==> src/rtl/timer_pkg.sv <==
// Shared definitions for the BCD down-timer: digit width, digit type and
// the per-digit modulus rule used by both the digit cells and load checking.
package timer_pkg;

  localparam int BCD_W = 4;

  typedef logic [BCD_W-1:0] bcd_t;

  // Digit 1 is the seconds-tens digit in minutes:seconds mode and rolls at 6.
  function automatic bcd_t digit_mod(input int i, input logic mmss);
    if (mmss && (i == 32'sd1)) begin
      return 4'd6;
    end else begin
      return 4'd10;
    end
  endfunction

endpackage

==> src/rtl/bcd_digit_cell.sv <==
// One decimal digit stage of the down-timer: loads a preset, steps down by one
// when its lower digits have all reached zero, and reports a borrow upward.
module bcd_digit_cell
  import timer_pkg::*;
#(
  parameter bcd_t MOD = 4'd10
) (
  input  logic clk,
  input  logic clr,
  input  logic load,
  input  bcd_t load_val,
  input  logic dec,
  input  logic borrow_in,
  output bcd_t q,
  output logic is_zero,
  output logic borrow_out
);

  logic step_s;
  bcd_t q_r;

  assign step_s     = dec & borrow_in;
  assign is_zero    = (q_r == 4'd0);
  assign borrow_out = step_s & is_zero;
  assign q          = q_r;

  // Digit register; an out-of-range value is cleared on its next step.
  always_ff @(posedge clk) begin
    if (clr) begin
      q_r <= 4'd0;
    end else if (load) begin
      q_r <= load_val;
    end else if (step_s) begin
      if (q_r == 4'd0) begin
        q_r <= MOD - 4'd1;
      end else if (q_r >= MOD) begin
        q_r <= 4'd0;
      end else begin
        q_r <= q_r - 4'd1;
      end
    end else begin
      q_r <= q_r;
    end
  end

endmodule

==> src/rtl/bcd_down_timer.sv <==
// Multi-digit BCD down-counter with optional mm:ss digit rollover, preset load
// validation, terminal-count pulse and zero flag for the oven control FSM.
module bcd_down_timer
  import timer_pkg::*;
#(
  parameter int NUM_DIGITS   = 4,
  parameter int MMSS_MODE    = 1,
  parameter int STOP_AT_ZERO = 1
) (
  input  logic                        clk,
  input  logic                        clr,
  input  logic [BCD_W*NUM_DIGITS-1:0] data,
  input  logic                        loadn,
  input  logic                        en,
  output logic [BCD_W*NUM_DIGITS-1:0] count,
  output logic                        tc,
  output logic                        zero,
  output logic                        load_err
);

  localparam logic MMSS_EFF = (MMSS_MODE != 0) && (NUM_DIGITS >= 2);
  localparam logic HOLD_ZERO = (STOP_AT_ZERO != 0);

  logic [NUM_DIGITS-1:0] zero_vec_s;
  logic [NUM_DIGITS-1:0] borrow_s;
  logic [NUM_DIGITS-1:0] bin_s;
  logic                  load_ok_s;
  logic                  load_s;
  logic                  do_dec_s;
  logic                  upper_zero_s;
  logic                  tc_next_s;
  logic                  tc_r;
  logic                  load_err_r;
  bcd_t                  lsd_s;

  assign zero     = &zero_vec_s;
  assign load_s   = !loadn && load_ok_s;
  assign do_dec_s = loadn && en && !(HOLD_ZERO && zero);
  assign lsd_s    = count[BCD_W-1:0];
  assign tc       = tc_r;
  assign load_err = load_err_r;

  genvar i;
  generate
    for (i = 0; i < NUM_DIGITS; i++) begin : g_digit
      if (i == 0) begin : g_lsd
        assign bin_s[i] = 1'b1;
      end else begin : g_upper
        assign bin_s[i] = borrow_s[i-1];
      end

      bcd_digit_cell #(
        .MOD(digit_mod(i, MMSS_EFF))
      ) u_cell (
        .clk       (clk),
        .clr       (clr),
        .load      (load_s),
        .load_val  (data[i*BCD_W +: BCD_W]),
        .dec       (do_dec_s),
        .borrow_in (bin_s[i]),
        .q         (count[i*BCD_W +: BCD_W]),
        .is_zero   (zero_vec_s[i]),
        .borrow_out(borrow_s[i])
      );
    end
  endgenerate

  // Preset is accepted only if every digit is below its own modulus.
  always_comb begin
    load_ok_s = 1'b1;
    for (int d = 0; d < NUM_DIGITS; d++) begin
      if (data[d*BCD_W +: BCD_W] >= digit_mod(d, MMSS_EFF)) begin
        load_ok_s = 1'b0;
      end else begin
        load_ok_s = load_ok_s;
      end
    end
  end

  // Decrement lands on all-zero when only the least significant digit is 1
  // (or out of range); a borrow out of the top digit means a wrap instead.
  always_comb begin
    upper_zero_s = 1'b1;
    for (int d = 1; d < NUM_DIGITS; d++) begin
      upper_zero_s = upper_zero_s & zero_vec_s[d];
    end
    tc_next_s = do_dec_s && upper_zero_s && !borrow_s[NUM_DIGITS-1] &&
                ((lsd_s == 4'd1) || (lsd_s >= 4'd10));
  end

  // One-cycle event pulses for terminal count and rejected load.
  always_ff @(posedge clk) begin
    if (clr) begin
      tc_r       <= 1'b0;
      load_err_r <= 1'b0;
    end else begin
      tc_r       <= tc_next_s;
      load_err_r <= !loadn && !load_ok_s;
    end
  end

endmodule

==> config.mk <==
export PLATFORM = sky130hd
export DESIGN_NAME = bcd_down_timer
export DESIGN_NICKNAME = d
export VERILOG_FILES = /design/src/rtl/timer_pkg.sv /design/src/rtl/bcd_digit_cell.sv /design/src/rtl/bcd_down_timer.sv
export SDC_FILE = /design/constraint.sdc
export NUM_CORES = 1
export LEC_CHECK = 0
export ABC_AREA = 1
export CAP_MARGIN = 20
export CORE_MARGIN = 2
export CORE_UTILIZATION = 53
export DETAILED_ROUTE_END_ITERATION = 7
export GPL_ROUTABILITY_DRIVEN = 1
export PLACE_DENSITY = 0.89
export SYNTH_ARGS = -nofsm -noshare
export SYNTH_HDL_FRONTEND = slang
export SYNTH_HIERARCHICAL = 1
export SYNTH_SLANG_ARGS = --single-unit
==> constraint.sdc <==
create_clock -name clk -period 4.1 [get_ports clk]
set_input_delay 0.41 -clock clk [delete_from_list [all_inputs] [get_ports clk]]
set_output_delay 0.41 -clock clk [all_outputs]
set_load 0.005 [all_outputs]
==> results by group <==
STA
  – Slew @ Worst Pin: 0.729 ns
  – Final setup vio count: 0
  – Final Critical Period: approximately 2.6 ns
  – RSZ-0062 raised after global routing: false
  – Rel. slew slack: 51.2%
  – Worst Skew: around 0.0027 ns
  – Setup ws final: 1.46 ns
  – Final TNS setup: 0 ns
  – Pins over their slew limit: 0
  – Fmax: approximately 0.38 GHz
  – Final hold violations: 0
  – Hold Slack: between 0.5 and 0.6 ns
  – Period utilization: 64.4%

Critical path
  – CP top delay family: simple AND/OR/NAND/NOR gates
  – Critical Path Start Type: flop
  – Worst-path fanout max: 8
  – Critical path class: flop to flop
  – CP bufs+invs: 3
  – Crit-path max cell delay: 0.45 ns
  – Critical path, cell by cell: inv_1, ha_1, nand2_1, inv_1, nand3_2, o21bai_1, inv_1, nand2_1, nor2_1, nand2_4, nor2_1, nand2_1, nor2_1, nand2_1, nand2_2, nand4_1, a21oi_1
  – Critical Path RT: 4.32 ns
  – Worst setup EP type: flop
  – Crit path arrival time: 2.86 ns
  – Critical path's most frequent cell: nand2_1
  – Critical-path top delay cell: dfxtp_1

Routing
  – WL/cell: 11.6 µm
  – Vias per std cell: 5.22
  – Drc violations: 0
  – DRT Wirelength: between 3000 and 4000 µm
  – Router iterations before antenna repair: 4
  – Post-DRT Antenna Nets: 0
  – Total number of vias: 1,692
  – Initial DRC count: 74

Finish
  – Non-filler instance count after layout: roughly 320
  – Area grow syn2layout: 30.6%
  – Commonest non-fill, non-tap cell in the layout: nand2_1
  – N_diodes: 0
  – Commonest cells after routing, fill and taps aside: nand2_1, inv_1, clkdlybuf4s50_1
  – Post-layout util: ~72%
  – Number of nets in the layout: 322
  – Filler cells: 236
  – Final Cell Area: 1970 µm²
  – Share of cells above drive strength 1: 11.9%

Yosys
  – Syn_nets: 278
  – Synth warn: 6
  – Post-synthesis cell type count: 20
  – Main combinational cell family by area after synthesis: simple AND/OR/NAND/NOR gates
  – Seq/Total Area, Yosys: 23.8%
  – Synth Cell Area: 1510 µm²
  – Post-synthesis mux area share: 0%
  – Post-Synth Simple-Gate Area: 42.4%
  – Adder-Cell Fraction of Synth Area: about 6.6%
  – Compound-cell area share of the yosys netlist: between 10% and 20%
  – Mapped Avg Cell Area: between 6 and 7 µm²
  – Post-synthesis xor/xnor area fraction: 0%
  – Post-synth top area cell: dfxtp_1
  – Top cell type's share of synthesized area: 23.8%
  – Post-Synthesis Cells: between 200 and 300
  – Flops & latches, synth: 18
  – Synth area leaders: dfxtp_1, nand2_1, inv_1, nor2_1, ha_1

CTS
  – H-tree depth: 1
  – CTS Hold Buffers Added: 0
  – Root buffer cell: clkbuf_4
  – Clk Latency, worst-skew pair: 0.30 ns
  – Post-CTS setup buffers: 0
  – Clock transition at path regs: ~0.11 ns
  – CTS resizes: 0
  – Clock Path Buffers: 2
  – TritonCTS clock tree: built
  – CTS sink cnt: 18
  – TritonCTS Buffers: 3

Global routing
  – Initial antenna violation count: 0
  – Global-route wire length before repair: 6380 µm
  – Largest net degree at the start of global routing: 19
  – Vias in the first global route: around 1,500
  – Gr usage total: 24.0%
  – Grt ovf: 0

Power
  – Power Total: 457 µW
  – Maximum VDD drop: 0.183 mV
  – Pwr per Cell Area: 231 nW/µm²
  – Pleak: between 0.9 and 1 nW

Floorplanning
  – Die Ht: between 50 and 60 µm
  – Num rows: 19
  – I/O pins: 39
  – DIE WIDTH: 57.4 µm
  – Core footprint: roughly 2700 µm²
  – Initial Util: 55.3%
  – Die area: approximately 3300 µm²

Flow run
  – Max-cap violations: 0

Place
  – Setup WS pre-CTS: 1.52 ns
  – Number of I/O port buffers: 38
  – RePlAce Congestion: 0.865
  – Dpl cells: 320
  – Dpl cell area: between 1500 and 2000 µm²
  – HPWL after DPL: 2770 µm

Hold path
  – Hold Path Class: flop to flop

Outcome
  – Outcome: finished clean
[registers in the layout (all words and copies together), names as in the netlist]
signal and count:
tc 1, load_err 1, g_digit.u_cell/q 16
[worst register-to-register path, cell delays in order, from the launching register on]
cell and delay (ns):
dfxtp_1 0.45, inv_1 0.09, ha_1 0.25, nand2_1 0.16, inv_1 0.07, nand3_2 0.10
o21bai_1 0.10, inv_1 0.16, nand2_1 0.11, nor2_1 0.18, nand2_4 0.09, nor2_1 0.12
nand2_1 0.10, nor2_1 0.11, nand2_1 0.08, nand2_2 0.15, nand4_1 0.11, a21oi_1 0.13
[final timing paths]
path                                                           from                                  end  slack [ns]  depth (start not counted)
worst min register to register  g_digit[2].u_cell/q[3]$_SDFFE_PP0P_  g_digit[2].u_cell/q[3]$_SDFFE_PP0P_        0.59                          2
worst max register to register  g_digit[2].u_cell/q[0]$_SDFFE_PP0P_  g_digit[3].u_cell/q[1]$_SDFFE_PP0P_        1.46                         17
worst min-delay path            g_digit[2].u_cell/q[3]$_SDFFE_PP0P_  g_digit[2].u_cell/q[3]$_SDFFE_PP0P_        0.59                          2
worst max-delay path            g_digit[2].u_cell/q[0]$_SDFFE_PP0P_  g_digit[3].u_cell/q[1]$_SDFFE_PP0P_        1.46                         17
[cell type report]
class / count / area [µm²] / area share (%)
inverters: 51 / 191 / 9.70
well taps: 31 / 38.8 / 1.96
clock buffers: 4 / 36.3 / 1.84
multi-input cells: 181 / 960 / 48.6
repair buffers: 39 / 388 / 19.6
flip-flops and latches: 18 / 360 / 18.3
[power by group]
part / internal, mW / total [mW] / switching (mW)
clock: 0.0541 / 0.114 / 0.0602
combinational: 0.0701 / 0.148 / 0.0777
sequential: 0.183 / 0.194 / 0.0119
total: 0.307 / 0.457 / 0.150
[Yosys cell counts]
cell	number
a21oi_2	4
nor2_1	37
nand2_1	50
nor2_2	8
conb_1	1
ha_1	8
nand3_1	13
o21ai_1	6
nand2_2	5
nand4_1	9
dfxtp_1	18
or2_0	5
nand3_2	4
nand3_4	1
inv_2	6
nand2_4	2
o21ai_0	8
inv_1	45
o21bai_1	4
a21oi_1	16
[per-layer routing]
layer | up-vias | GRT usage [%] | part of all wire [%]
li1 | 869 | - | -
met1 | 771 | 29.9 | 45
met2 | 46 | 40.4 | 49
met3 | 6 | 2.95 | 4.6
met4 | 0 | 12.0 | 1.4
met5 | - | 0 | 0
[cell families after synthesis]
group           count (synthesis)
simple gates                  134
buf+inv                        51
compound gates                 38
flops                          18
fa+ha+maj                       8
other cells                     1
(Power assumes the default switching activity.)
